File: config.mk
export PLATFORM = sky130hd
export DESIGN_NAME = meter_bank
export DESIGN_NICKNAME = d
export VERILOG_FILES = /design/src/rtl/meter_bank.sv
export SDC_FILE = /design/constraint.sdc
export NUM_CORES = 1
export LEC_CHECK = 0
export BUFFER_PORTS_ARGS = -buffer_cell sky130_fd_sc_hd__buf_2
export CAP_MARGIN = 10
export CORE_MARGIN = 2
export CORE_UTILIZATION = 64
export DETAILED_ROUTE_END_ITERATION = 10
export PLACE_DENSITY = 0.82
export SLEW_MARGIN = 20
export SYNTH_ARGS = -nofsm -noshare
export SYNTH_HDL_FRONTEND = slang
export SYNTH_SLANG_ARGS = --single-unit
File: constraint.sdc
create_clock -name clk -period 6.4 [get_ports clk]
set_input_delay 0.64 -clock clk [delete_from_list [all_inputs] [get_ports clk]]
set_output_delay 0.64 -clock clk [all_outputs]
set_load 0.03 [all_outputs]
File: src/rtl/meter_bank.sv
// meter_bank: a bank of parking-meter countdown counters that share one coin/preset bus,
// plus a free-running double-dabble converter that shows one selected bay as BCD digits.
module meter_bank #(
    parameter int NUM_BAYS   = 4,
    parameter int BAY_W      = 2,
    parameter int CNT_W      = 14,
    parameter int DIGITS     = 4,
    parameter int MAX_COUNT  = 9999,
    parameter int ADD0       = 10,
    parameter int ADD1       = 180,
    parameter int ADD2       = 200,
    parameter int ADD3       = 550,
    parameter int PRESET0    = 10,
    parameter int PRESET1    = 205,
    parameter int LOW_THRESH = 200
) (
    input  logic                  clk,
    input  logic                  reset,
    input  logic                  sec_tick,
    input  logic [3:0]            add_req,
    input  logic [1:0]            preset_req,
    input  logic [BAY_W-1:0]      bay_sel,
    input  logic [BAY_W-1:0]      disp_sel,
    output logic [4*DIGITS-1:0]   disp_bcd,
    output logic                  disp_valid,
    output logic                  disp_flash,
    output logic                  disp_expired,
    output logic [NUM_BAYS-1:0]   low,
    output logic [NUM_BAYS-1:0]   expired
);

    localparam int SUM_W    = CNT_W + 3;
    localparam int BCD_W    = 4 * DIGITS;
    localparam int CNT_BITS = $clog2(CNT_W + 1);

    typedef enum logic [1:0] {
        ST_LOAD,
        ST_SHIFT,
        ST_DONE
    } conv_state_e;

    logic [CNT_W-1:0]    count_q [NUM_BAYS];
    logic [CNT_W-1:0]    count_d [NUM_BAYS];
    logic [NUM_BAYS-1:0] low_q, low_d;
    logic [NUM_BAYS-1:0] expired_q, expired_d;

    conv_state_e         state_q, state_d;
    logic [CNT_BITS-1:0] bit_cnt_q, bit_cnt_d;
    logic [CNT_W-1:0]    snap_q, snap_d;
    logic                snap_flash_q, snap_flash_d;
    logic                snap_exp_q, snap_exp_d;
    logic [BCD_W-1:0]    shift_q, shift_d;
    logic [BCD_W-1:0]    bcd_adj;
    logic [BCD_W-1:0]    disp_bcd_q, disp_bcd_d;
    logic                disp_valid_q, disp_valid_d;
    logic                disp_flash_q, disp_flash_d;
    logic                disp_expired_q, disp_expired_d;

    logic [SUM_W-1:0]    add_total;
    logic [CNT_W-1:0]    sel_count;

    // Total coin value requested this cycle; several buttons in one cycle simply add up.
    always_comb begin
        add_total = '0;
        if (add_req[0]) add_total = add_total + SUM_W'(ADD0);
        if (add_req[1]) add_total = add_total + SUM_W'(ADD1);
        if (add_req[2]) add_total = add_total + SUM_W'(ADD2);
        if (add_req[3]) add_total = add_total + SUM_W'(ADD3);
    end

    // Next count per bay: preset replaces (or tick decrements) the count, adds go on top, then clamp.
    always_comb begin : next_count
        logic [SUM_W-1:0] sum;
        for (int b = 0; b < NUM_BAYS; b++) begin
            sum = {3'b000, count_q[b]};
            if (sec_tick && (count_q[b] != '0)) begin
                sum = sum - SUM_W'(1);
            end
            if (bay_sel == BAY_W'(b)) begin
                if (preset_req[1]) begin
                    sum = SUM_W'(PRESET1);
                end else if (preset_req[0]) begin
                    sum = SUM_W'(PRESET0);
                end
                sum = sum + add_total;
            end
            if (sum > SUM_W'(MAX_COUNT)) begin
                count_d[b] = CNT_W'(MAX_COUNT);
            end else begin
                count_d[b] = sum[CNT_W-1:0];
            end
            low_d[b]     = count_q[b] < CNT_W'(LOW_THRESH);
            expired_d[b] = count_q[b] == '0;
        end
    end

    // Count of the bay chosen for display; an unpopulated bay reads as zero.
    always_comb begin
        sel_count = '0;
        for (int b = 0; b < NUM_BAYS; b++) begin
            if (disp_sel == BAY_W'(b)) begin
                sel_count = count_q[b];
            end
        end
    end

    // Double-dabble correction: any BCD nibble of 5 or more gets +3 before the next shift.
    always_comb begin
        bcd_adj = shift_q;
        for (int d = 0; d < DIGITS; d++) begin
            if (shift_q[4*d +: 4] >= 4'd5) begin
                bcd_adj[4*d +: 4] = shift_q[4*d +: 4] + 4'd3;
            end
        end
    end

    // Converter sequencing: snapshot, shift CNT_W bits through the BCD register, publish.
    always_comb begin
        state_d        = state_q;
        bit_cnt_d      = bit_cnt_q;
        snap_d         = snap_q;
        snap_flash_d   = snap_flash_q;
        snap_exp_d     = snap_exp_q;
        shift_d        = shift_q;
        disp_bcd_d     = disp_bcd_q;
        disp_flash_d   = disp_flash_q;
        disp_expired_d = disp_expired_q;
        disp_valid_d   = 1'b0;
        case (state_q)
            ST_LOAD: begin
                snap_d       = sel_count;
                snap_flash_d = sel_count < CNT_W'(LOW_THRESH);
                snap_exp_d   = sel_count == '0;
                shift_d      = '0;
                bit_cnt_d    = '0;
                state_d      = ST_SHIFT;
            end
            ST_SHIFT: begin
                shift_d   = (bcd_adj << 1) | {{(BCD_W-1){1'b0}}, snap_q[CNT_W-1]};
                snap_d    = snap_q << 1;
                bit_cnt_d = bit_cnt_q + CNT_BITS'(1);
                if (bit_cnt_q == CNT_BITS'(CNT_W - 1)) begin
                    state_d = ST_DONE;
                end
            end
            ST_DONE: begin
                disp_bcd_d     = shift_q;
                disp_flash_d   = snap_flash_q;
                disp_expired_d = snap_exp_q;
                disp_valid_d   = 1'b1;
                state_d        = ST_LOAD;
            end
            default: begin
                state_d = ST_LOAD;
            end
        endcase
    end

    // All state registers; reset leaves every bay empty and flagged expired/low.
    always_ff @(posedge clk or posedge reset) begin
        if (reset) begin
            for (int b = 0; b < NUM_BAYS; b++) begin
                count_q[b] <= '0;
            end
            low_q          <= '1;
            expired_q      <= '1;
            state_q        <= ST_LOAD;
            bit_cnt_q      <= '0;
            snap_q         <= '0;
            snap_flash_q   <= 1'b0;
            snap_exp_q     <= 1'b0;
            shift_q        <= '0;
            disp_bcd_q     <= '0;
            disp_valid_q   <= 1'b0;
            disp_flash_q   <= 1'b0;
            disp_expired_q <= 1'b0;
        end else begin
            for (int b = 0; b < NUM_BAYS; b++) begin
                count_q[b] <= count_d[b];
            end
            low_q          <= low_d;
            expired_q      <= expired_d;
            state_q        <= state_d;
            bit_cnt_q      <= bit_cnt_d;
            snap_q         <= snap_d;
            snap_flash_q   <= snap_flash_d;
            snap_exp_q     <= snap_exp_d;
            shift_q        <= shift_d;
            disp_bcd_q     <= disp_bcd_d;
            disp_valid_q   <= disp_valid_d;
            disp_flash_q   <= disp_flash_d;
            disp_expired_q <= disp_expired_d;
        end
    end

    assign disp_bcd     = disp_bcd_q;
    assign disp_valid   = disp_valid_q;
    assign disp_flash   = disp_flash_q;
    assign disp_expired = disp_expired_q;
    assign low          = low_q;
    assign expired      = expired_q;

endmodule
==> impl_metrics.env <==
export IMPL_ys_flop_type="dfrtp_1"
export IMPL_first_iter_violations=965
export IMPL_synth_cell_type_count=89
export IMPL_slowest_delay_ps=530
export IMPL_final_util_pct=71.69
export IMPL_multi_input_area_um2=6561
export IMPL_place_congestion=0.9404
export IMPL_slew_headroom_pct=29.46
export IMPL_hold_violations=0
export IMPL_clk_latency_ps=430
export IMPL_grt_start_max_net_pins=76
export IMPL_p_total_mw=3.599
export IMPL_cts_resized=0
export IMPL_drv_cap=0
export IMPL_num_vias=9332
export IMPL_synth_commonest_cells="dfrtp_1 (113), nand2_1 (113), nor2_1 (104), o21ai_0 (95), a21oi_1 (66)"
export IMPL_report_final_slew_viol_count=0
export IMPL_num_rows=45
export IMPL_synth_edf_count=0
export IMPL_timing_rr_start="count_q[14]"
export IMPL_track_usage_pct=33.61
export IMPL_rrSetupSlack_ps=1120
export IMPL_reg2reg_depth=18
export IMPL_worst_slew_pin_slew_ps=1058
export IMPL_via_per_inst=6.637
export IMPL_htree_levels=4
export IMPL_rsz0062_at_grt="false"
export IMPL_reg2reg_to="count_q[14]"
export IMPL_yosys_top_cells_area="dfrtp_1 (28%), ha_1 (6.6%), o21ai_0 (4.8%), nand2_1 (4.2%), nor2_1 (3.9%)"
export IMPL_startpoint="count_q[14]"
export IMPL_hold_buffers=0
export IMPL_clockBufferDepth=2
export IMPL_required_ps=6710
export IMPL_portBuffers=39
export IMPL_ios=40
export IMPL_drt_wl_total_um=26780
export IMPL_netlist_area_um2=9997
export IMPL_die_area_um2=16640
export IMPL_pre_cts_ws_ps=1274
export IMPL_core_um2=15260
export IMPL_start_util_pct=65.52
export IMPL_syn_nets=1236
export IMPL_synthCells=1166
export IMPL_min_path_type="input pin to async pin"
export IMPL_yosysSeqAreaShare_pct=30.39
export IMPL_grt_pass1_wl_um=43870
export IMPL_status="complete, no violations"
export IMPL_clkTransAtPathRegs_ps=60
export IMPL_critPathLaunchType="flop"
export IMPL_yosysWarnings=0
export IMPL_irDropWorstVdd_v=0.0001880
export IMPL_clock_sinks=121
export IMPL_cpMaxStageDelayCell="or4b_1"
export IMPL_max_freq_mhz=189.2
export IMPL_first_pass_iters=6
export IMPL_ant_nets=0
export IMPL_root_buffer="clkbuf_16"
export IMPL_cts_tree="done"
export IMPL_path_cells="inv_1 > ha_1 > nor2b_1 > nand3_1 > o21ai_0 > nor2_1 > xnor2_1 > o21ai_0 > ha_1 > a211oi_1 > o21bai_1 > a21oi_1 > maj3_1 > a21oi_1 > or4b_1 > o211ai_1 > o31ai_1 > a211o_1"
export IMPL_fin_crit_sh_pct=82.57
export IMPL_critPathCapture="count_q[14]"
export IMPL_tns_ps=0
export IMPL_seqCellArea_um2=3038
export IMPL_nNetsFinal=1252
export IMPL_cts_inserted_buffers=17
export IMPL_netlist_area_leader_share_pct=28.29
export IMPL_post_cts_buffers=0
export IMPL_antenna_found_initial=1
export IMPL_area_growth_pct=9.412
export IMPL_worstSetupEndpointType="flop"
export IMPL_setup_slack_ps=1116
export IMPL_wl_per_cell_um=19.04
export IMPL_die_h_um=129.0
export IMPL_async_flop_share_pct=100.0
export IMPL_fin_skew_ps=7.063
export IMPL_fin_crit_ps=5284
export IMPL_nFillCells=1200
export IMPL_synth_largest_area_cell="dfrtp_1"
export IMPL_dpl_hpwl_um=19560
export IMPL_synth_area_per_cell_um2=8.574
export IMPL_worstPathArrival_ps=5590
export IMPL_drc=0
export IMPL_grt_pass1_vias=8782
export IMPL_overflow=0
export IMPL_power_leakage_nw=4.706
export IMPL_finalSetupViolCount=0
export IMPL_path_class="flop to flop"
export IMPL_die_w_um=129.0
export IMPL_synth_seq_cells=121
export IMPL_critPathMaxFanout=7
export IMPL_power_density_nw_per_um2=329.0
export IMPL_holdWs_ps=291.4
export IMPL_layout_drive_gt1_share_pct=12.14
## worst max-delay path: cells and delay by family (launching register included)
family / cells / cell delay [ps]
fa+ha+maj: 3 / 870
compound gates: 9 / 2370
flops: 1 / 400
simple gates: 4 / 1240
buf+inv: 1 / 100
xor+xnor: 1 / 170
## area by class of cell
type	instances	share of cell area [%]
Sequential cell	121	27.77
Inverter	44	1.533
Multi-Input combinational cell	945	59.99
Antenna cell	1	0.02288
Tap cell	211	2.414
Clock inverter	10	1.315
Clock buffer	21	4.210
Timing Repair Buffer	53	2.745
## per-layer routing
| layer | part of all wire (%) | global-route usage (%) |
|---|---|---|
| met5 | 0 | 0 |
| met2 | 45 | 52.29 |
| met1 | 42 | 44.94 |
| met3 | 8.2 | 6.112 |
| met4 | 4.9 | 17.84 |
## cells in the final DEF (no fill, tap or decap), drive strengths merged, types with 16 or more instances in the layout
master and instances:
and2 16, a211oi 25, xor2 27, mux2i 24, a21oi 67, o211ai 19, clkbuf 21, a21o 21
nand2 113, nor3 22, inv 44, buf 53, dfrtp 113, xnor2 37, nor2 104, nand3 21
nand2b 19, nor4 21, or4 17, ha 53, o21ai 101
## logic make-up (layout without fill, tap and decap cells)
family / Yosys count / after routing / share of synthesized area (%)
AND/OR/NAND/NOR: 417 / 417 / 21.25
AO/OA/AOI/OAI: 346 / 346 / 23.14
flip-flops: 121 / 121 / 30.39
buffers and inverters: 100 / 128 / 3.980
XOR/XNOR: 65 / 65 / 5.832
adder cells (fa/ha/maj): 64 / 64 / 8.160
multiplexers: 53 / 53 / 7.247
other: 0 / 1 / 0
## power breakdown
part	total, mW	switching (mW)	internal (mW)
combinational	1.38	0.806	0.575
clock	0.977	0.346	0.631
sequential	1.24	0.286	0.955
total	3.60	1.44	2.16
## flip-flops by register name, indices dropped and copies added, names as in the netlist
name and count:
expired 4, snap_q 14, state_q 2, count_q 56, disp_flash 1, snap_exp_q 1, disp_expired 1, low 4
disp_valid 1, shift_q 16, snap_flash_q 1, bit_cnt_q 4, disp_bcd 16
## how the worst min path moves through the flow
stage	startpoint	end	slack (ps)	cells past startpoint
5_1_grt	reset	count_q[43]	340	2
3_5_place_dp	disp_bcd[13]	disp_bcd[13]	460	2
4_1_cts	reset	count_q[43]	300	2
2_1_floorplan	snap_q[10]	snap_q[10]	450	2
3_3_place_gp	disp_bcd[8]	disp_bcd[8]	460	2
6_report	reset	count_q[53]	290	2
## through the flow
step / cells / cell area (um2)
2_1_floorplan: 1166 / 9997
3_3_place_gp: 1374 / 10330
3_5_place_dp: 1374 / 10330
4_1_cts: 1405 / 10940
5_1_grt: 1406 / 10940
6_report: 1406 / 10940
Note: power is estimated with default switching activity, not from simulation.
